`config.mk`:
```
export PLATFORM = sky130hd
export DESIGN_NAME = vga_timing_gen_flat
export DESIGN_NICKNAME = d
export VERILOG_FILES = /design/src/rtl/vga_timing_gen_if.sv /design/src/rtl/vga_timing_gen.sv /design/src/flat_wrapper.sv
export SDC_FILE = /design/constraint.sdc
export NUM_CORES = 1
export LEC_CHECK = 0
export CAP_MARGIN = 20
export CORE_MARGIN = 2
export CORE_UTILIZATION = 49
export CTS_BUF_LIST = sky130_fd_sc_hd__clkbuf_4 sky130_fd_sc_hd__clkbuf_8
export DETAILED_ROUTE_END_ITERATION = 16
export PLACE_DENSITY = 0.93
export SLEW_MARGIN = 20
export SYNTH_ARGS = -nofsm -noshare
export SYNTH_HDL_FRONTEND = slang
export SYNTH_SLANG_ARGS = --single-unit
```
`constraint.sdc`:
```
create_clock -name i_clk -period 3.5 [get_ports i_clk]
set_input_delay 0.35 -clock i_clk [delete_from_list [all_inputs] [get_ports i_clk]]
set_output_delay 0.35 -clock i_clk [all_outputs]
set_load 0.01 [all_outputs]
```
`src/rtl/vga_timing_gen_if.sv`:
```
// DAC-side video bus: sync, blanking and 10-bit colour toward the ADV7123.
interface vga_timing_gen_if;
  logic       hs;
  logic       vs;
  logic       blank_n;
  logic       sync_n;
  logic [9:0] r;
  logic [9:0] g;
  logic [9:0] b;

  modport master (output hs, vs, blank_n, sync_n, r, g, b);
  modport slave  (input  hs, vs, blank_n, sync_n, r, g, b);
endinterface

```
`src/rtl/vga_timing_gen.sv`:
```
// Pixel-rate VGA raster counters plus a one-stage registered DAC output that
// keeps sync, blanking and colour aligned to the coordinate of the prior cycle.
module vga_timing_gen #(
  parameter int unsigned H_ACTIVE = 640,
  parameter int unsigned H_FP     = 16,
  parameter int unsigned H_SYNC   = 96,
  parameter int unsigned H_BP     = 48,
  parameter int unsigned V_ACTIVE = 480,
  parameter int unsigned V_FP     = 10,
  parameter int unsigned V_SYNC   = 2,
  parameter int unsigned V_BP     = 33
) (
  input  logic                    i_clk,
  input  logic                    i_rst_n,
  input  logic                    i_en,
  input  logic [9:0]              i_red,
  input  logic [9:0]              i_green,
  input  logic [9:0]              i_blue,
  output logic [10:0]             o_x,
  output logic [10:0]             o_y,
  output logic                    o_frame_start,
  vga_timing_gen_if.master        vga
);

  localparam int unsigned CNT_W   = 11;
  localparam int unsigned COL_W   = 10;
  localparam int unsigned H_TOTAL = H_ACTIVE + H_FP + H_SYNC + H_BP;
  localparam int unsigned V_TOTAL = V_ACTIVE + V_FP + V_SYNC + V_BP;

  localparam logic [CNT_W-1:0] H_LAST     = CNT_W'(H_TOTAL - 1);
  localparam logic [CNT_W-1:0] V_LAST     = CNT_W'(V_TOTAL - 1);
  localparam logic [CNT_W-1:0] H_VIS_END  = CNT_W'(H_ACTIVE);
  localparam logic [CNT_W-1:0] V_VIS_END  = CNT_W'(V_ACTIVE);
  localparam logic [CNT_W-1:0] H_SYNC_BEG = CNT_W'(H_ACTIVE + H_FP);
  localparam logic [CNT_W-1:0] H_SYNC_END = CNT_W'(H_ACTIVE + H_FP + H_SYNC);
  localparam logic [CNT_W-1:0] V_SYNC_BEG = CNT_W'(V_ACTIVE + V_FP);
  localparam logic [CNT_W-1:0] V_SYNC_END = CNT_W'(V_ACTIVE + V_FP + V_SYNC);

  logic [CNT_W-1:0] h_cnt, h_nxt;
  logic [CNT_W-1:0] v_cnt, v_nxt;
  logic             hs_q, hs_nxt;
  logic             vs_q, vs_nxt;
  logic             blank_n_q, blank_n_nxt;
  logic [COL_W-1:0] r_q, r_nxt;
  logic [COL_W-1:0] g_q, g_nxt;
  logic [COL_W-1:0] b_q, b_nxt;
  logic             visible_c;

  // Next counter position and the output-stage values for the current pixel.
  always_comb begin
    h_nxt       = h_cnt;
    v_nxt       = v_cnt;
    hs_nxt      = 1'b1;
    vs_nxt      = 1'b1;
    blank_n_nxt = 1'b0;
    r_nxt       = '0;
    g_nxt       = '0;
    b_nxt       = '0;
    visible_c   = (h_cnt < H_VIS_END) && (v_cnt < V_VIS_END);

    if (!i_en) begin
      h_nxt = '0;
      v_nxt = '0;
    end else begin
      if (h_cnt == H_LAST) begin
        h_nxt = '0;
        v_nxt = (v_cnt == V_LAST) ? '0 : v_cnt + CNT_W'(1);
      end else begin
        h_nxt = h_cnt + CNT_W'(1);
      end

      hs_nxt      = !((h_cnt >= H_SYNC_BEG) && (h_cnt < H_SYNC_END));
      vs_nxt      = !((v_cnt >= V_SYNC_BEG) && (v_cnt < V_SYNC_END));
      blank_n_nxt = visible_c;
      if (visible_c) begin
        r_nxt = i_red;
        g_nxt = i_green;
        b_nxt = i_blue;
      end
    end
  end

  always_ff @(posedge i_clk or negedge i_rst_n) begin
    if (!i_rst_n) begin
      h_cnt     <= '0;
      v_cnt     <= '0;
      hs_q      <= 1'b1;
      vs_q      <= 1'b1;
      blank_n_q <= 1'b0;
      r_q       <= '0;
      g_q       <= '0;
      b_q       <= '0;
    end else begin
      h_cnt     <= h_nxt;
      v_cnt     <= v_nxt;
      hs_q      <= hs_nxt;
      vs_q      <= vs_nxt;
      blank_n_q <= blank_n_nxt;
      r_q       <= r_nxt;
      g_q       <= g_nxt;
      b_q       <= b_nxt;
    end
  end

  // Frame start is combinational so the upstream generator sees it with (0,0).
  assign o_frame_start = (h_cnt == '0) && (v_cnt == '0) && i_en;
  assign o_x           = h_cnt;
  assign o_y           = v_cnt;
  assign vga.hs        = hs_q;
  assign vga.vs        = vs_q;
  assign vga.blank_n   = blank_n_q;
  assign vga.sync_n    = 1'b0;
  assign vga.r         = r_q;
  assign vga.g         = g_q;
  assign vga.b         = b_q;

endmodule

```
`src/flat_wrapper.sv`:
```
// flat-port wrapper written by rule: the top's interface ports become plain ports
module vga_timing_gen_flat 
#(
  parameter int unsigned H_ACTIVE = 640,
  parameter int unsigned H_FP     = 16,
  parameter int unsigned H_SYNC   = 96,
  parameter int unsigned H_BP     = 48,
  parameter int unsigned V_ACTIVE = 480,
  parameter int unsigned V_FP     = 10,
  parameter int unsigned V_SYNC   = 2,
  parameter int unsigned V_BP     = 33
)
  (i_clk, i_rst_n, i_en, i_red, i_green, i_blue, o_x, o_y, o_frame_start, vga_hs, vga_vs, vga_blank_n, vga_sync_n, vga_r, vga_g, vga_b);
  vga_timing_gen_if vga_i ();
  input  logic i_clk;
  input  logic i_rst_n;
  input  logic i_en;
  input  logic [9:0] i_red;
  input  logic [9:0] i_green;
  input  logic [9:0] i_blue;
  output logic [10:0] o_x;
  output logic [10:0] o_y;
  output logic o_frame_start;
  output wire logic [$bits(vga_i.hs)-1:0] vga_hs;
  output wire logic [$bits(vga_i.vs)-1:0] vga_vs;
  output wire logic [$bits(vga_i.blank_n)-1:0] vga_blank_n;
  output wire logic [$bits(vga_i.sync_n)-1:0] vga_sync_n;
  output wire logic [$bits(vga_i.r)-1:0] vga_r;
  output wire logic [$bits(vga_i.g)-1:0] vga_g;
  output wire logic [$bits(vga_i.b)-1:0] vga_b;
  assign vga_hs = vga_i.hs;
  assign vga_vs = vga_i.vs;
  assign vga_blank_n = vga_i.blank_n;
  assign vga_sync_n = vga_i.sync_n;
  assign vga_r = vga_i.r;
  assign vga_g = vga_i.g;
  assign vga_b = vga_i.b;
  vga_timing_gen #(.H_ACTIVE(H_ACTIVE), .H_FP(H_FP), .H_SYNC(H_SYNC), .H_BP(H_BP), .V_ACTIVE(V_ACTIVE), .V_FP(V_FP), .V_SYNC(V_SYNC), .V_BP(V_BP)) u_core (.i_clk(i_clk), .i_rst_n(i_rst_n), .i_en(i_en), .i_red(i_red), .i_green(i_green), .i_blue(i_blue), .o_x(o_x), .o_y(o_y), .o_frame_start(o_frame_start), .vga(vga_i));
endmodule
```
==> key figures <==
Place
  – Final GP Congestion: 0.9112
  – Detailed placement HPWL: 3.843 mm
  – Area of placed instances: 3277 um2
  – Setup slack at placement: 0.9401 ns
  – Count of input and output buffers: 88

Logic synthesis
  – Synth cell types: 42
  – Flops & latches, synth: 55
  – Synth Area per Inst: 11.09 um2
  – Yosys warns: 0
  – Share of the synthesized area in the top cell type: 55.88%
  – Number of instances in the synthesized netlist: 214
  – Share of synthesized registers carrying an async set or reset: 100.0%
  – Post-Syn Area: 2374 um2
  – Number of enable-type register cells in the synthesized netlist: 0
  – Ranking of synthesized cells by area: sky130_fd_sc_hd__dfrtp_1 56%, sky130_fd_sc_hd__and2_1 8.7%, sky130_fd_sc_hd__nand3_1 2.7%, sky130_fd_sc_hd__dfstp_2 2.2%, sky130_fd_sc_hd__xnor2_1 2.2%
  – Most used standard cells in the synthesized netlist: 53 x sky130_fd_sc_hd__dfrtp_1, 33 x sky130_fd_sc_hd__and2_1, 13 x sky130_fd_sc_hd__nand3_1, 13 x sky130_fd_sc_hd__nor2_1, 10 x sky130_fd_sc_hd__nand2_1
  – Cell type with the largest total area after synthesis: sky130_fd_sc_hd__dfrtp_1
  – Most used standard cell by instance count after synthesis: sky130_fd_sc_hd__dfrtp_1
  – Most used flip-flop cell after synthesis: sky130_fd_sc_hd__dfrtp_1
  – Synthesized netlist net count: 251
  – Seq/Total Area, Yosys: 58.09%

Route
  – Detailed-route via count: 1,933
  – Routed len/inst: 14.97 um
  – Remaining DRCs: 0
  – Drt via density: 5.415
  – Detailed-route wire length: 5.343 mm
  – DRT antenna net count: 0
  – DR iter-0 viols: 203
  – Drt pass-1 iters: 4

Finish
  – Multi-input combinational cell area: 905.9 um2
  – Area of all sequential standard cells: 1379 um2
  – Post-route cell area: 3381 um2
  – Final net count: 339
  – Fraction of layout instances using a drive strength above 1: 8.251%
  – Area growth from synthesis to layout: 42.44%
  – Fill cell total of the finished layout: 329
  – Ant. Diodes: 0

STA
  – Setup Total Neg Slack: 0 ns
  – Final-report hold violation count: 0
  – Highest clock frequency the design can meet: 355.9 MHz
  – Worst-Margin Slew: 0.6625 ns
  – Unrepaired setup endpoints after global routing: no
  – Max Slew Vio Count: 0
  – Post-route clock skew: 0.008363 ns
  – Setup WS post-layout: 0.6899 ns
  – Fraction of the cycle the final worst path needs: 80.29%
  – Final setup violation count: 0
  – Worst rel slew slack: 55.63%
  – Post-layout minimum cycle time: 2.810 ns

Critical path
  – Crit-path max FO: 8
  – Arrival @ worst endpoint: 2.46 ns
  – Crit path kind: flop to output port
  – Worst endpoint required time: 3.15 ns
  – CP startpoint kind: flop
  – Worst Setup End Kind: output port

Pwr
  – Pwr dens: 350.2 nW/um2
  – Max rail drop VDD: 0.2544 mV
  – Static leakage: 0.001402 uW

Clock tree
  – Clock slew seen by the registers of the worst setup and hold paths: 0.09 ns
  – Worst skew pair latency: 0.30 ns
  – Number of H-tree levels: 2
  – Number of buffers on the longest clock path: 2
  – Quantity of hold-fixing buffers added after cts: 0
  – Buffer cell driving the clock tree root: sky130_fd_sc_hd__clkbuf_8
  – CTS tree: built
  – Post-CTS Setup Bufs: 0
  – Clk sink count: 55
  – Clock buffers created by TritonCTS: 5
  – Count of instances resized after the clock tree is built: 0

Global routing
  – GR met1 Demand/Resource: 25.23%
  – Number of antenna violations at the first check in global routing: 0
  – Met3 Use GR: 7.682%
  – Global route overflow: 0
  – Met2 usage: 34.72%
  – GRT Overall Usage: 20.90%
  – Busiest layer in global routing: met2
  – Via count of the first global-routing pass: 1,798
  – Maximum number of pins on one net before global-route repair: 32
  – First-pass GRT wire length: 8.542 mm

Hold path
  – Type of the worst min-delay path: input pin to async pin

Floorplanning
  – Die X: 73.60 um
  – Effective utilization at floorplan: 50.59%
  – Io pins: 90
  – Floorplan Core Area: 4692 um2
  – Die Y: 73.60 um
  – Die area: 5417 um2
  – Total number of placement rows: 25

Outcome
  – Outcome: complete, no violations

Run
  – Max capacitance violation total: 0
flip-flops by register name, summed over array words and instances (netlist names):
| signal | count |
|---|---|
| u_core.o_x | 11 |
| u_core.o_y | 11 |
| u_core.vga.b | 10 |
| u_core.vga.g | 10 |
| u_core.vga.r | 10 |
| u_core.vga.blank_n | 1 |
| u_core.vga.hs | 1 |
| u_core.vga.vs | 1 |
cells by family after synthesis:
kind of cell | synth area share [%]
compound gates | 6.905
xor+xnor | 2.952
fa+ha+maj | 2.109
buf+inv | 3.742
flops | 58.09
other cells | 0.1580
simple gates | 26.04
through the flow:
step | std cells | util [%] | hold WS [ns] | total power, uW
global route | 357 | 72.05 | 0.08778 | 1239
finish | 357 | 72.05 | 0.03905 | 1184
CTS | 357 | 72.05 | 0.05014 | 1200
detailed placement | 349 | 69.84 | 0.3860 | 824.1
floorplan | 214 | - | 0.05441 | 723.2
global placement | 349 | 69.84 | 0.3757 | 818.9
critical path: stages (launching register included):
cell and delay (ns):
sky130_fd_sc_hd__dfrtp_1 0.48, sky130_fd_sc_hd__or4_4 0.59, sky130_fd_sc_hd__nor4_1 0.21, sky130_fd_sc_hd__and3_1 0.19
sky130_fd_sc_hd__and3_1 0.17, sky130_fd_sc_hd__clkdlybuf4s50_1 0.53
path summary, 6_finish.rpt:
check | depth (start not counted) | endpoint | start | slack (ns)
min | 1 | u_core.o_x[0] | i_rst_n | 0.04
max reg2reg | 5 | u_core.o_y[9] | u_core.o_x[0] | 1.27
min in group i_clk | 1 | u_core.o_x[0] | u_core.o_x[0] | 0.55
min reg2reg | 1 | u_core.o_x[0] | u_core.o_x[0] | 0.55
max in group asynchronous | 2 | u_core.vga.r[1] | i_rst_n | 2.67
max | 5 | o_frame_start | u_core.o_x[5] | 0.69
power by group:
part / switching [uW] / total (uW) / internal (uW)
combinational: 57.9 / 143 / 85.5
clock: 186 / 375 / 189
sequential: 9.67 / 666 / 656
routing by layer:
layer	share of wire [%]	vias up
met1	40	918
met4	1.0	0
met3	8.9	7
met5	0	-
li1	-	910
met2	50	98
area by class of cell:
type	instances	share of cell area, %
Timing Repair Buffer	90	26.35
Sequential cell	55	40.78
Multi-Input combinational cell	141	26.79
Inverter	9	0.9993
Clock buffer	8	3.072
Tap cell	54	1.999
placed cells by master (no fill, tap or decap), types with 2 or more instances in the layout:
master / synthesis / layout
sky130_fd_sc_hd__a21oi_1: 6 / 6
sky130_fd_sc_hd__a31oi_1: 5 / 5
sky130_fd_sc_hd__and2_1: 33 / 33
sky130_fd_sc_hd__and3_1: 2 / 2
sky130_fd_sc_hd__and4_1: 3 / 3
sky130_fd_sc_hd__buf_4: 1 / 2
sky130_fd_sc_hd__clkbuf_8: 0 / 7
sky130_fd_sc_hd__clkdlybuf4s50_1: 0 / 87
sky130_fd_sc_hd__dfrtp_1: 53 / 53
sky130_fd_sc_hd__dfstp_2: 2 / 2
sky130_fd_sc_hd__ha_1: 4 / 4
sky130_fd_sc_hd__inv_1: 9 / 9
sky130_fd_sc_hd__nand2_1: 10 / 10
sky130_fd_sc_hd__nand2b_1: 3 / 3
sky130_fd_sc_hd__nand3_1: 13 / 13
sky130_fd_sc_hd__nand4_1: 7 / 7
sky130_fd_sc_hd__nor2_1: 13 / 13
sky130_fd_sc_hd__nor3_1: 3 / 3
sky130_fd_sc_hd__nor4_1: 4 / 4
sky130_fd_sc_hd__nor4b_1: 3 / 3
sky130_fd_sc_hd__o211ai_1: 2 / 2
sky130_fd_sc_hd__o21ai_0: 2 / 2
sky130_fd_sc_hd__o21ai_1: 2 / 2
sky130_fd_sc_hd__o22ai_1: 2 / 2
sky130_fd_sc_hd__o31ai_2: 2 / 2
sky130_fd_sc_hd__or2_2: 2 / 2
sky130_fd_sc_hd__xnor2_1: 6 / 6
sky130_fd_sc_hd__xor2_1: 2 / 2
(Power assumes the default switching activity.)
